`config.mk`:
```
export PLATFORM = sky130hd
export DESIGN_NAME = lfsr_keystream
export DESIGN_NICKNAME = d
export VERILOG_FILES = /design/src/rtl/lfsr_pkg.sv /design/src/rtl/ks_byte_pack.sv /design/src/rtl/lfsr_keystream.sv
export SDC_FILE = /design/constraint.sdc
export NUM_CORES = 1
export LEC_CHECK = 0
export CAP_MARGIN = 20
export CORE_ASPECT_RATIO = 1.2
export CORE_MARGIN = 2
export CORE_UTILIZATION = 55
export DETAILED_ROUTE_END_ITERATION = 8
export PLACE_DENSITY_LB_ADDON = 0.15
export SLEW_MARGIN = 20
export SYNTH_ARGS = -nofsm -noshare
export SYNTH_HDL_FRONTEND = slang
export SYNTH_HIERARCHICAL = 1
export SYNTH_SLANG_ARGS = --single-unit
```
`constraint.sdc`:
```
create_clock -name clk -period 3.1 [get_ports clk]
set_input_delay 0.62 -clock clk [delete_from_list [all_inputs] [get_ports clk]]
set_output_delay 0.62 -clock clk [all_outputs]
set_load 0.05 [all_outputs]
```
`src/rtl/lfsr_pkg.sv`:
```
// lfsr_pkg: shared state encoding and constants for the LFSR keystream generator.
package lfsr_pkg;
  typedef enum logic [1:0] {
    IDLE = 2'd0,
    RUN  = 2'd1,
    HOLD = 2'd2
  } ks_state_e;
  localparam logic [15:0] LFSR_DEFAULT_TAPS = 16'hB400;
  localparam int BYTE_BITS = 8;
endpackage

```
`src/rtl/ks_byte_pack.sv`:
```
// ks_byte_pack: packs serial keystream bits MSB-first into bytes behind a valid/ready handshake.
module ks_byte_pack
  import lfsr_pkg::*;
(
  input  logic                 clk,
  input  logic                 clear_n,
  input  logic                 load_i,
  input  logic                 step_i,
  input  logic                 bit_i,
  input  logic                 ready_i,
  output logic [BYTE_BITS-1:0] byte_o,
  output logic                 valid_o,
  output logic                 full_o
);
  localparam int CW = $clog2(BYTE_BITS);
  localparam logic [CW-1:0] LAST = CW'(BYTE_BITS - 1);
  logic [CW-1:0]        cnt_q, cnt_d;
  logic [BYTE_BITS-1:0] sr_q, sr_d, byte_q, byte_d, sr_shift;
  logic                 valid_q, valid_d;
  assign sr_shift = {sr_q[BYTE_BITS-2:0], bit_i};
  assign full_o   = step_i && (cnt_q == LAST);
  assign byte_o   = byte_q;
  assign valid_o  = valid_q;
  // A reload discards any pending byte but leaves the last byte value in place.
  always_comb begin
    cnt_d   = load_i ? '0 : step_i ? cnt_q + 1'b1 : cnt_q;
    sr_d    = load_i ? '0 : step_i ? sr_shift : sr_q;
    byte_d  = (!load_i && full_o) ? sr_shift : byte_q;
    valid_d = load_i ? 1'b0 : full_o ? 1'b1 : (valid_q && ready_i) ? 1'b0 : valid_q;
  end
  always_ff @(posedge clk or negedge clear_n) begin
    if (!clear_n) begin
      cnt_q   <= '0;
      sr_q    <= '0;
      byte_q  <= '0;
      valid_q <= 1'b0;
    end else begin
      cnt_q   <= cnt_d;
      sr_q    <= sr_d;
      byte_q  <= byte_d;
      valid_q <= valid_d;
    end
  end
endmodule

```
`src/rtl/lfsr_keystream.sv`:
```
// lfsr_keystream: seeded Fibonacci LFSR keystream byte generator with valid/ready output.
// Define LFSR_ZERO_GUARD_EN to load an all-zero seed as all ones (avoids lock-up).
module lfsr_keystream
  import lfsr_pkg::*;
#(
  parameter int               WIDTH = 16,
  parameter logic [WIDTH-1:0] TAPS  = WIDTH'(LFSR_DEFAULT_TAPS)
) (
  input  logic                 clk,
  input  logic                 clear_n,
  input  logic                 seed_valid,
  input  logic [WIDTH-1:0]     seed,
  input  logic                 enable,
  output logic [BYTE_BITS-1:0] out_byte,
  output logic                 out_valid,
  input  logic                 out_ready,
  output logic                 busy
);
  ks_state_e        state_q, state_d;
  logic [WIDTH-1:0] lfsr_q, lfsr_d, seed_load;
  logic             busy_q, step, fb, full;
`ifdef LFSR_ZERO_GUARD_EN
  assign seed_load = (seed == '0) ? '1 : seed;
`else
  assign seed_load = seed;
`endif
  assign step = (state_q == RUN) && enable && !seed_valid;
  assign fb   = ^(lfsr_q & TAPS);
  assign busy = busy_q;
  // A seed overrides everything, including a handshake completing in HOLD.
  always_comb begin
    lfsr_d  = seed_valid ? seed_load : step ? {lfsr_q[WIDTH-2:0], fb} : lfsr_q;
    state_d = seed_valid ? RUN :
              (state_q == RUN && full) ? HOLD :
              (state_q == HOLD && out_valid && out_ready) ? RUN : state_q;
  end
  always_ff @(posedge clk or negedge clear_n) begin
    if (!clear_n) begin
      state_q <= IDLE;
      lfsr_q  <= '0;
      busy_q  <= 1'b0;
    end else begin
      state_q <= state_d;
      lfsr_q  <= lfsr_d;
      busy_q  <= state_d != IDLE;
    end
  end
  ks_byte_pack u_pack (
    .clk     (clk),
    .clear_n (clear_n),
    .load_i  (seed_valid),
    .step_i  (step),
    .bit_i   (lfsr_q[WIDTH-1]),
    .ready_i (out_ready),
    .byte_o  (out_byte),
    .valid_o (out_valid),
    .full_o  (full)
  );
endmodule

```
### After elaboration in Yosys (flattened, before gate mapping)

Index checks and enable logic that the tools add are counted.
Widths: inputs -> output; s select.

| word-level totals | value |
|---|---|
| bits in registers | 38 |
| bits in latches | 0 |
| memory bits (writable) | 0 |
| ROM bits | 0 |
| bits of input ports | 21 |
| output and inout port bits | 10 |
| word-level logic and storage cells | 36 |
| memories | 0 |

| cells by class | value |
|---|---|
| add/subtract/negate cells | 1 |
| $mul | 0 |
| div/mod/pow operators | 0 |
| magnitude comparators | 0 |
| equal/unequal tests | 3 |
| shift-type cells | 0 |
| multiplexer cells | 12 |
| bitwise operators | 0 |
| reductions and logical operators | 13 |

Operator list:

| kind | number |
|---|---|
| $mux 16 | 2 |
| $reduce_xor 16->1 | 1 |
| $mux 7 | 2 |
| $logic_and 1x1->1 | 8 |
| $mux 2 | 3 |
| $mux 3 | 2 |
| $reduce_bool 2->1 | 2 |
| $add 3x1->3 const B | 1 |
| $eq 3x3->1 const B | 1 |
| $mux 1 | 3 |
| $reduce_bool 3->1 | 1 |
| $eq 2x1->1 const B | 1 |
| $eq 2x2->1 const B | 1 |
| $logic_not 1->1 | 1 |

### Depth between registers and ports, before layout

Gate-level depths: netlist of run 1.

| logic depth | value |
|---|---|
| depth after elaboration | 8 |
| mapped depth | 9 |
| gate-level depth less buffers | 7 |

### Modules after synthesis

Netlist of run 1, hierarchy kept.

Modules (own cells, without submodules):

| module | instances | cells an instance | area an instance (um^2) | seq. area each (um^2) |
|---|---|---|---|---|
| lfsr_keystream | 1 | 71 | 870.8 | 475.5 |
| ks_byte_pack | 1 | 56 | 807.0 | 475.5 |

### Worst setup path after synthesis of run 1

OpenSTA, ideal clock, no wires.

| timing | value |
|---|---|
| path type | input-to-reg |
| start | input seed_valid |
| end | register state_q[0] |
| library setup time | 124 ps |
| arrival time | 1785 ps |
| data required time | 2976 ps |
| path slack | 1192 ps |
| stages on the path | 8 |
| buffers on the path | 2 |
| path through | nor3_2 > buf_4 > buf_4 > nand2_1 > inv_1 > inv_1 > a21oi_1 > o21bai_1 |

| between the ends | value |
|---|---|
| cells in the longest elaborated chain, start to end | 6 |

RTL lines:

| item | line | source |
|---|---|---|
| start, declared | lfsr_keystream.sv:11 | `input logic seed_valid,` |
| $logic_not 1->1 | lfsr_keystream.sv:27 | `assign step = (state_q == RUN) && enable && !seed_valid;` |
| $logic_and 1x1->1 | lfsr_keystream.sv:27 |  |
| via step | lfsr_keystream.sv:21 | `logic busy_q, step, fb, full;` |
| $logic_and 1x1->1 | ks_byte_pack.sv:21 | `assign full_o = step_i && (cnt_q == LAST);` |
| via full | lfsr_keystream.sv:21 |  |
| $logic_and 1x1->1 | lfsr_keystream.sv:34 | `(state_q == RUN && full) ? HOLD :` |
| $mux 2 | lfsr_keystream.sv:34 |  |
| $mux 2 | lfsr_keystream.sv:33 | `state_d = seed_valid ? RUN :` |
| via state_d[0] | lfsr_keystream.sv:19 | `ks_state_e state_q, state_d;` |
| end signal, assigned | lfsr_keystream.sv:43 | `state_q <= state_d;` |
| end, declared | lfsr_keystream.sv:19 |  |

The timed path passes the listed nets, and every way through them passes these cells.
A chain may end at the register's enable or synchronous reset.

### Worst setup path after layout of run 1

| timing | value |
|---|---|
| start | register u_pack.valid_q (netlist: u_pack/valid_o) |
| end | output out_valid |

RTL lines:

| item | line | source |
|---|---|---|
| start, declared | ks_byte_pack.sv:19 | `logic valid_q, valid_d;` |
| start signal, assigned | ks_byte_pack.sv:41 | `valid_q <= valid_d;` |
| end, declared | lfsr_keystream.sv:15 | `output logic out_valid,` |

No word-level cell between the ends.

==> results.py, run 1 <==
metrics = {
    "hold_path": {
        "min_path_type": "in -> async",
    },
    "detailed_routing": {
        "wl_met3_um": 139,
        "drc_errors": 0,
        "drtIter0Drc": 14,
        "drt-total-wl_mm": 3.04,
        "wl_per_cell_um": 15.6,
        "route.vias.total": 1080,
        "ant_nets": 0,
        "wl_met2_mm": 1.53,
        "via_per_inst": 5.54,
        "dr.pass1.iters": 4,
        "top_layer": "met4",
        "wl_met1_mm": 1.32,
    },
    "cells_and_area": {
        "syn_to_final_growth_pct": 23.6,
        "fin_nets": 183,
        "fillers": 206,
        "n_antenna_cell": 0,
        "layout-drive-gt1-share": 0.143,
        "final_util": 0.731,
        "final_cells": 195,
        "stdcell_area_um2": 2070,
    },
    "timing": {
        "whs_ns": 0.363,
        "period_share": 0.708,
        "clock.fmax_ghz": 0.456,
        "rsz0062_at_grt": "no",
        "min_period_ns": 2.19,
        "fin_tns_setup_ns": 0,
        "slew_headroom": 0.450,
        "layout_setup_ws_ns": 0.906,
        "tightest_slew_ns": 0.824,
        "hold_violations": 0,
        "setup_viol": 0,
        "skew_ns": 0.00292,
        "drv_slew": 0,
    },
    "placement": {
        "placed_area_um2": 2000,
        "portBuffers": 30,
        "dp_hpwl_mm": 2.10,
        "pre_cts_ws_ns": 0.627,
        "place_inst": 187,
        "routabilityCongestion": 0.695,
    },
    "setup_path": {
        "critPathBufInv": 1,
        "critPathCaptureType": "primary output",
        "cp_cell_sequence": "clkdlybuf4s50_1",
        "criticalPathCategory": "reg -> out",
        "worstPathRequired_ns": 2.48,
        "cp_slowest_cell": "clkdlybuf4s50_1",
        "crit_family": "buffers and inverters",
        "max_stage_delay_ns": 0.82,
        "cp.arrival_ns": 1.57,
        "crit_fanout": 4,
        "cp-start-kind": "flop",
    },
    "cts": {
        "cts_num_sinks": 38,
        "cts.clk_slew.worst_paths_ns": 0.11,
        "postCtsSetupRepairBufs": 0,
        "clock_path_buffers": 2,
        "root_buffer": "clkbuf_4",
        "cts_max_level": 2,
        "ctsHoldBuffers": 0,
        "ctsResizeCount": 0,
        "cts_tree": "done",
        "clk_latency_ns": 0.34,
        "cts_buffers": 5,
    },
    "pwr": {
        "finalPower_mw": 0.982,
        "power_density_nw_per_um2": 474,
        "max-vdd-ir-drop_mv": 0.400,
        "power.leakage_nw": 0.984,
    },
    "yosys": {
        "yosysWarnings": 6,
        "synth_top_area_share": 0.567,
        "synth_simple_gate_area_frac": 0.118,
        "synth_top_family_by_area": "multiplexers",
        "synth_area_leaders": "dfrtp_1 (57%), a221o_1 (9.5%), mux2_4 (7.2%), and2_1 (6.0%), mux2i_1 (5.4%)",
        "ys_ff_latch": 38,
        "synth_fa_ha_area_frac": 0.0149,
        "syn-num-nets": 150,
        "synthMuxAreaShare": 0.125,
        "yosys.area.top_type": "dfrtp_1",
        "synth_cell_types": 23,
        "syn-cell-area_um2": 1680,
        "ys_seq_area_frac": 0.567,
        "synth-xor-area-share": 0.0209,
        "synth_compound_area_frac": 0.121,
        "syn_area_per_cell_um2": 13.2,
        "synthCells": 127,
    },
    "global_routing": {
        "antenna_found_initial": 0,
        "grt_pass1_vias": 1113,
        "grt_max_degree": 39,
        "grt_pass1_wl_mm": 5.17,
        "overflow": 0,
        "track_usage": 0.205,
    },
    "floorplanning": {
        "io_pins": 31,
        "rows": 21,
        "die_w_um": 54.4,
        "start_util": 0.591,
        "die_y_um": 64.5,
        "coreArea_um2": 2840,
        "dieArea_um2": 3510,
    },
    "run_status": {
        "outcome": "completed",
    },
    "job": {
        "cap_violations": 0,
    },
}
[cell usage in the layout (no fill, tap or decap)]
cell	n
mux2i_1	9
clkbuf_8	3
xor2_1	1
xnor2_1	3
clkbuf_4	5
nor3_4	1
a221o_1	16
nand2_2	1
o21ai_0	1
mux2_4	8
clkdlybuf4s50_1	29
nand2b_1	1
inv_1	2
and2_1	16
o21ba_1	1
o21bai_1	1
nor2_1	10
ha_1	2
buf_4	3
nand2_1	3
nand3b_4	1
or3_1	1
a21oi_1	4
buf_2	1
dfrtp_1	38
[per-layer routing]
| layer | GRT usage | vias up |
|---|---|---|
| met2 | 0.325 | 30 |
| met3 | 0.0484 | 6 |
| li1 | - | 520 |
| met1 | 0.258 | 524 |
| met4 | 0.100 | 0 |
| met5 | 0 | - |
[area by class of cell]
type / count / area (um^2) / area share
clock buffer: 8 / 78.8 / 0.0380
tap: 34 / 42.5 / 0.0205
inverter: 2 / 7.51 / 0.00362
timing repair buffer: 33 / 318 / 0.153
multi-input combinational: 80 / 677 / 0.326
sequential: 38 / 951 / 0.458
[power by group]
group	switching (mW)	internal (mW)
Sequential	0.0231	0.525
Clock	0.158	0.155
Combinational	0.0537	0.0675
Total	0.235	0.747
[Yosys cell counts]
cell type / count
buf_4: 2
and2_1: 16
nand2_2: 1
nand2b_1: 1
o21bai_1: 1
a21oi_1: 4
o21ai_0: 1
mux2i_1: 9
xnor2_1: 3
buf_6: 2
a221o_1: 16
inv_1: 2
clkbuf_1: 3
nor3_2: 1
nor2_1: 10
ha_1: 2
nand3b_4: 1
or3_1: 1
nand2_1: 3
xor2_1: 1
o21ba_1: 1
dfrtp_1: 38
mux2_4: 8
[cell families after synthesis]
kind of cell    count (synthesis)
fa+ha+maj                       2
compound gates                 23
buf+inv                         9
mux                            17
simple gates                   34
xor+xnor                        4
flops                          38
[final timing paths]
| kind | from | to | slack, ns | cells past startpoint |
|---|---|---|---|---|
| worst max-delay path | u_pack/valid_o | out_valid | 0.91 | 1 |
| worst min-delay path | clear_n | u_pack/cnt_q[0] | 0.36 | 1 |
| worst max register to register | state_q[0] | u_pack/sr_q[2] | 1.62 | 5 |
| worst min register to register | u_pack/byte_o[2] | u_pack/byte_o[2] | 0.52 | 1 |
| max in group asynchronous | clear_n | u_pack/byte_o[7] | 2.22 | 1 |
| min in group clk | u_pack/byte_o[2] | u_pack/byte_o[2] | 0.52 | 1 |
[registers in the layout, summed over array words and instances, names as in the netlist]
| register | count |
|---|---|
| u_pack/valid_o | 1 |
| u_pack/byte_o | 8 |
| u_pack/cnt_q | 3 |
| lfsr_q | 16 |
| state_q | 2 |
| u_pack/sr_q | 7 |
| busy | 1 |
Note: power is estimated with default switching activity, not from simulation.
==> run 2, diff against run 1 <==
--- a/config.mk
+++ b/config.mk
@@ -8,7 +8,7 @@
 export CAP_MARGIN = 20
 export CORE_ASPECT_RATIO = 1.2
 export CORE_MARGIN = 2
-export CORE_UTILIZATION = 55
+export CORE_UTILIZATION = 51
 export DETAILED_ROUTE_END_ITERATION = 8
 export PLACE_DENSITY_LB_ADDON = 0.15
 export SLEW_MARGIN = 20
==> constraint.sdc (replaced) <==
create_clock -name clk -period 2.2 [get_ports clk]
set_input_delay 0.44 -clock clk [delete_from_list [all_inputs] [get_ports clk]]
set_output_delay 0.44 -clock clk [all_outputs]
set_load 0.05 [all_outputs]
==> run 2 against run 1 <==
Sequential share of layout area shrank 0.81 points; largest power group unchanged; global-route usage shrank 3.0 points; largest cell class unchanged; first-iteration DRC count grew 120%; critical path type unchanged.
==> results.py, run 2 (same netlist as run 1, synthesis figures left out) <==
metrics = {
    "setup_path": {
        "crit_family": "buffers and inverters",
        "max_stage_delay_ns": 0.82,
        "criticalPathCategory": "reg -> out",
        "critPathCaptureType": "primary output",
        "cp_cell_sequence": "clkdlybuf4s50_1",
        "crit_cells": 1,
        "cp_slowest_cell": "clkdlybuf4s50_1",
        "cp-start-kind": "flop",
        "crit_fanout": 4,
        "cp.arrival_ns": 1.59,
        "worstPathRequired_ns": 1.76,
        "critPathBufInv": 1,
        "reg2reg_depth": 3,
    },
    "detailed_routing": {
        "via_per_inst": 5.48,
        "drc_errors": 0,
        "drt-total-wl_mm": 2.86,
        "dr.pass1.iters": 4,
        "drtIter0Drc": 31,
        "route.vias.total": 1086,
        "ant_nets": 0,
        "wl_per_cell_um": 14.4,
    },
    "global_routing": {
        "track_usage": 0.175,
        "antenna_found_initial": 0,
        "grt_pass1_wl_mm": 4.91,
        "grt_pass1_vias": 1071,
        "overflow": 0,
        "grt_max_degree": 39,
    },
    "cells_and_area": {
        "largest_reg_flops": 16,
        "final_cell_mix": "dfrtp_1 (38), clkdlybuf4s50_1 (29), and2_1 (16), a221o_1 (16), nor2_1 (10)",
        "final_common_cell": "dfrtp_1",
        "top_register": "lfsr_q",
        "n_antenna_cell": 0,
        "syn_to_final_growth_pct": 25.9,
        "layout-drive-gt1-share": 0.148,
        "fin_nets": 184,
    },
    "floorplanning": {
        "io_pins": 31,
        "die_w_um": 56.4,
        "die_y_um": 66.8,
        "dieArea_um2": 3770,
        "rows": 22,
        "coreArea_um2": 3110,
        "start_util": 0.539,
    },
    "cts": {
        "clock_path_buffers": 2,
        "cts_tree": "done",
        "cts.clk_slew.worst_paths_ns": 0.12,
        "ctsHoldBuffers": 0,
        "ctsResizeCount": 0,
        "clk_latency_ns": 0.36,
        "cts_max_level": 2,
        "root_buffer": "clkbuf_4",
        "postCtsSetupRepairBufs": 0,
        "cts_num_sinks": 38,
        "cts_buffers": 5,
    },
    "timing": {
        "skew_ns": 0.0162,
        "rsz0062_at_grt": "no",
        "min_period_ns": 2.03,
        "tightest_slew_ns": 0.812,
        "slew_headroom": 0.458,
        "setup_viol": 0,
        "hold_violations": 0,
        "whs_ns": 0.160,
        "clock.fmax_ghz": 0.492,
        "drv_slew": 0,
        "period_share": 0.924,
        "fin_tns_setup_ns": 0,
    },
    "placement": {
        "portBuffers": 30,
        "dp_hpwl_mm": 2.05,
        "routabilityCongestion": 0.684,
    },
    "pwr": {
        "power_density_nw_per_um2": 728,
        "max-vdd-ir-drop_mv": 0.566,
        "power.leakage_nw": 0.999,
    },
    "hold_path": {
        "min_path_type": "in -> async",
    },
    "run_status": {
        "outcome": "completed",
    },
    "job": {
        "cap_violations": 0,
    },
}
run 2: cell count changes in the layout (fill, tap and decap cells not counted), sizes merged:
| cell | delta |
|---|---|
| clkinv | +1 |
| clkbuf | -3 |
| bufinv | +2 |
| buf | +1 |
run 2: final timing paths:
path                           startpoint                to  slack (ns)
max                        u_pack/valid_o         out_valid        0.17
min reg2reg                u_pack/sr_q[6]  u_pack/byte_o[7]        0.52
min in group clk           u_pack/sr_q[6]  u_pack/byte_o[7]        0.52
max in group asynchronous         clear_n         lfsr_q[0]        1.52
max reg2reg                    state_q[0]         lfsr_q[0]        0.76
min                               clear_n   u_pack/cnt_q[0]        0.16
run 2: where the power goes:
group	internal [mW]	total, mW	switching [mW]
Clock	0.355	0.596	0.241
Combinational	0.0959	0.170	0.0738
Sequential	0.740	0.772	0.0319
run 2: per-stage QoR:
stage | cells | total power [mW] | setup WS [ns] | util | area [um^2]
2_1_floorplan | 127 | 0.884 | 0.472 | - | 1680
3_3_place_gp | 190 | 0.951 | 0.310 | 0.645 | 2010
3_5_place_dp | 190 | 0.957 | 0.262 | 0.645 | 2010
4_1_cts | 198 | 1.56 | 0.145 | 0.679 | 2110
5_1_grt | 198 | 1.60 | 0.106 | 0.679 | 2110
6_report | 198 | 1.54 | 0.167 | 0.679 | 2110
run 2: area by class of cell:
cell class,instances,area [um^2]
fillers,230,998
flip-flops and latches,38,951
multi-input cells,80,677
repair buffers,34,325
clock inverters,3,68.8
well taps,36,45.0
clock buffers,5,37.5
inverters,2,7.51
run 2: metal layers:
layer  global-route usage  part of all wire  vias to the layer above
li1                     -                 -                      519
met1                0.207              0.42                      528
met2                0.294              0.51                       32
met3               0.0427             0.045                        7
met4               0.0982             0.025                        0
met5                    0                 0                        -
==> run 3, diff against run 2 <==
--- a/config.mk
+++ b/config.mk
@@ -7,7 +7,6 @@
 export LEC_CHECK = 0
 export CAP_MARGIN = 20
 export CORE_ASPECT_RATIO = 1.2
-export CORE_MARGIN = 2
 export CORE_UTILIZATION = 51
 export DETAILED_ROUTE_END_ITERATION = 8
 export PLACE_DENSITY_LB_ADDON = 0.15
==> run 3 against run 2 <==
Sequential share of layout area grew 1.0 points; via count shrank 1.3%; largest cell class unchanged; highest routed layer unchanged; clock skew shrank 0.011 ns; utilization shrank 1.5 points; clock power shrank 37%; critical path depth is the same.
==> results.py, run 3 (same netlist as run 1, synthesis figures left out) <==
metrics = {
    "setup_path": {
        "critPathCaptureType": "primary output",
        "worstPathRequired_ns": 1.76,
        "crit_family": "buffers and inverters",
        "r2r_slack_ns": 0.75,
        "cp_slowest_cell": "clkdlybuf4s50_1",
        "cp.arrival_ns": 1.57,
        "cp-start-kind": "flop",
        "cp_cell_sequence": "clkdlybuf4s50_1",
        "crit_fanout": 4,
        "critPathBufInv": 1,
        "criticalPathCategory": "reg -> out",
        "max_stage_delay_ns": 0.82,
    },
    "pwr": {
        "power_density_nw_per_um2": 638,
        "swShare": 0.248,
        "p_int_mw": 0.991,
        "pwr-share-comb": 0.130,
        "power_frac_seq": 0.586,
        "power.leakage_nw": 0.979,
        "p_sw_mw": 0.326,
        "clkPwrFrac": 0.285,
        "max-vdd-ir-drop_mv": 0.432,
    },
    "global_routing": {
        "grt_pass1_wl_mm": 4.58,
        "antenna_found_initial": 0,
        "grt_pass1_vias": 1046,
        "overflow": 0,
        "grt_max_degree": 39,
        "track_usage": 0.186,
    },
    "floorplanning": {
        "dieArea_um2": 3520,
        "die_y_um": 64.8,
        "io_pins": 31,
        "die_w_um": 54.4,
        "rows": 22,
        "coreArea_um2": 3110,
        "start_util": 0.539,
    },
    "cells_and_area": {
        "final_cells": 198,
        "final_common_cell": "dfrtp_1",
        "syn_to_final_growth_pct": 23.1,
        "top_register": "lfsr_q",
        "fin_nets": 184,
        "n_antenna_cell": 0,
        "largest_reg_flops": 16,
        "final_cell_mix": "dfrtp_1 (38), clkdlybuf4s50_1 (29), and2_1 (16), a221o_1 (16), nor2_1 (10)",
        "layout-drive-gt1-share": 0.142,
    },
    "cts": {
        "cts_tree": "done",
        "root_buffer": "clkbuf_4",
        "cts_buffers": 5,
        "clk_latency_ns": 0.34,
        "postCtsSetupRepairBufs": 0,
        "cts.clk_slew.worst_paths_ns": 0.11,
        "ctsResizeCount": 0,
        "cts_max_level": 2,
        "ctsHoldBuffers": 0,
        "clock_path_buffers": 2,
        "cts_num_sinks": 38,
    },
    "detailed_routing": {
        "via_per_inst": 5.41,
        "dr.pass1.iters": 4,
        "route.vias.total": 1072,
        "ant_nets": 0,
        "drtIter0Drc": 22,
        "wl_per_cell_um": 14.0,
        "drt-total-wl_mm": 2.77,
        "drc_errors": 0,
    },
    "timing": {
        "whs_ns": 0.174,
        "period_share": 0.914,
        "tightest_slew_ns": 0.821,
        "min_period_ns": 2.01,
        "setup_viol": 0,
        "skew_ns": 0.00504,
        "drv_slew": 0,
        "rsz0062_at_grt": "no",
        "slew_headroom": 0.453,
        "clock.fmax_ghz": 0.497,
        "fin_tns_setup_ns": 0,
        "hold_violations": 0,
    },
    "hold_path": {
        "min_path_type": "in -> async",
    },
    "job": {
        "cap_violations": 0,
    },
    "placement": {
        "portBuffers": 30,
        "dp_hpwl_mm": 1.96,
        "routabilityCongestion": 0.712,
        "place_inst": 190,
    },
    "run_status": {
        "outcome": "completed",
    },
}
-- run 3: layout make-up --
| class | instances | area (um^2) |
|---|---|---|
| fill | 250 | 1040 |
| sequential | 38 | 951 |
| multi-input combinational | 80 | 677 |
| timing repair buffer | 34 | 325 |
| clock buffer | 7 | 55.1 |
| tap | 36 | 45.0 |
| inverter | 2 | 7.51 |
| clock inverter | 1 | 5.00 |
-- run 3: metrics by stage --
stage	utilization	setup slack [ns]	instance area [um^2]	power, mW
final	0.664	0.189	2070	1.32
after global routing	0.664	0.146	2070	1.39
after CTS	0.664	0.166	2070	1.34
after detailed placement	0.645	0.272	2010	0.958
after global placement	0.645	0.310	2010	0.952
after floorplan	-	0.472	1680	0.884
-- run 3: metal layers --
metal,routed length (um),part of all wire,GRT usage
met1,1210,0.44,0.215
met2,1380,0.50,0.299
met3,121,0.044,0.0634
met4,53,0.019,0.0865
met5,0,0,0
-- run 3: final timing paths --
check,end,from,cells past startpoint
setup / recovery,out_valid,u_pack/valid_o,1
hold / removal,u_pack/cnt_q[0],clear_n,1
setup reg to reg,u_pack/byte_o[7],u_pack/cnt_q[0],4
hold reg to reg,u_pack/byte_o[5],u_pack/byte_o[5],1
max in group asynchronous,u_pack/byte_o[7],clear_n,1
min in group clk,u_pack/byte_o[5],u_pack/byte_o[5],1
-- run 3: power groups by stage --
stage                     clock, mW  combinational (mW)  sequential [mW]
after floorplan                   0               0.105            0.779
after global placement            0               0.168            0.784
after detailed placement          0               0.173            0.784
after CTS                     0.390               0.174            0.772
after global routing          0.422               0.188            0.776
final                         0.375               0.171            0.772
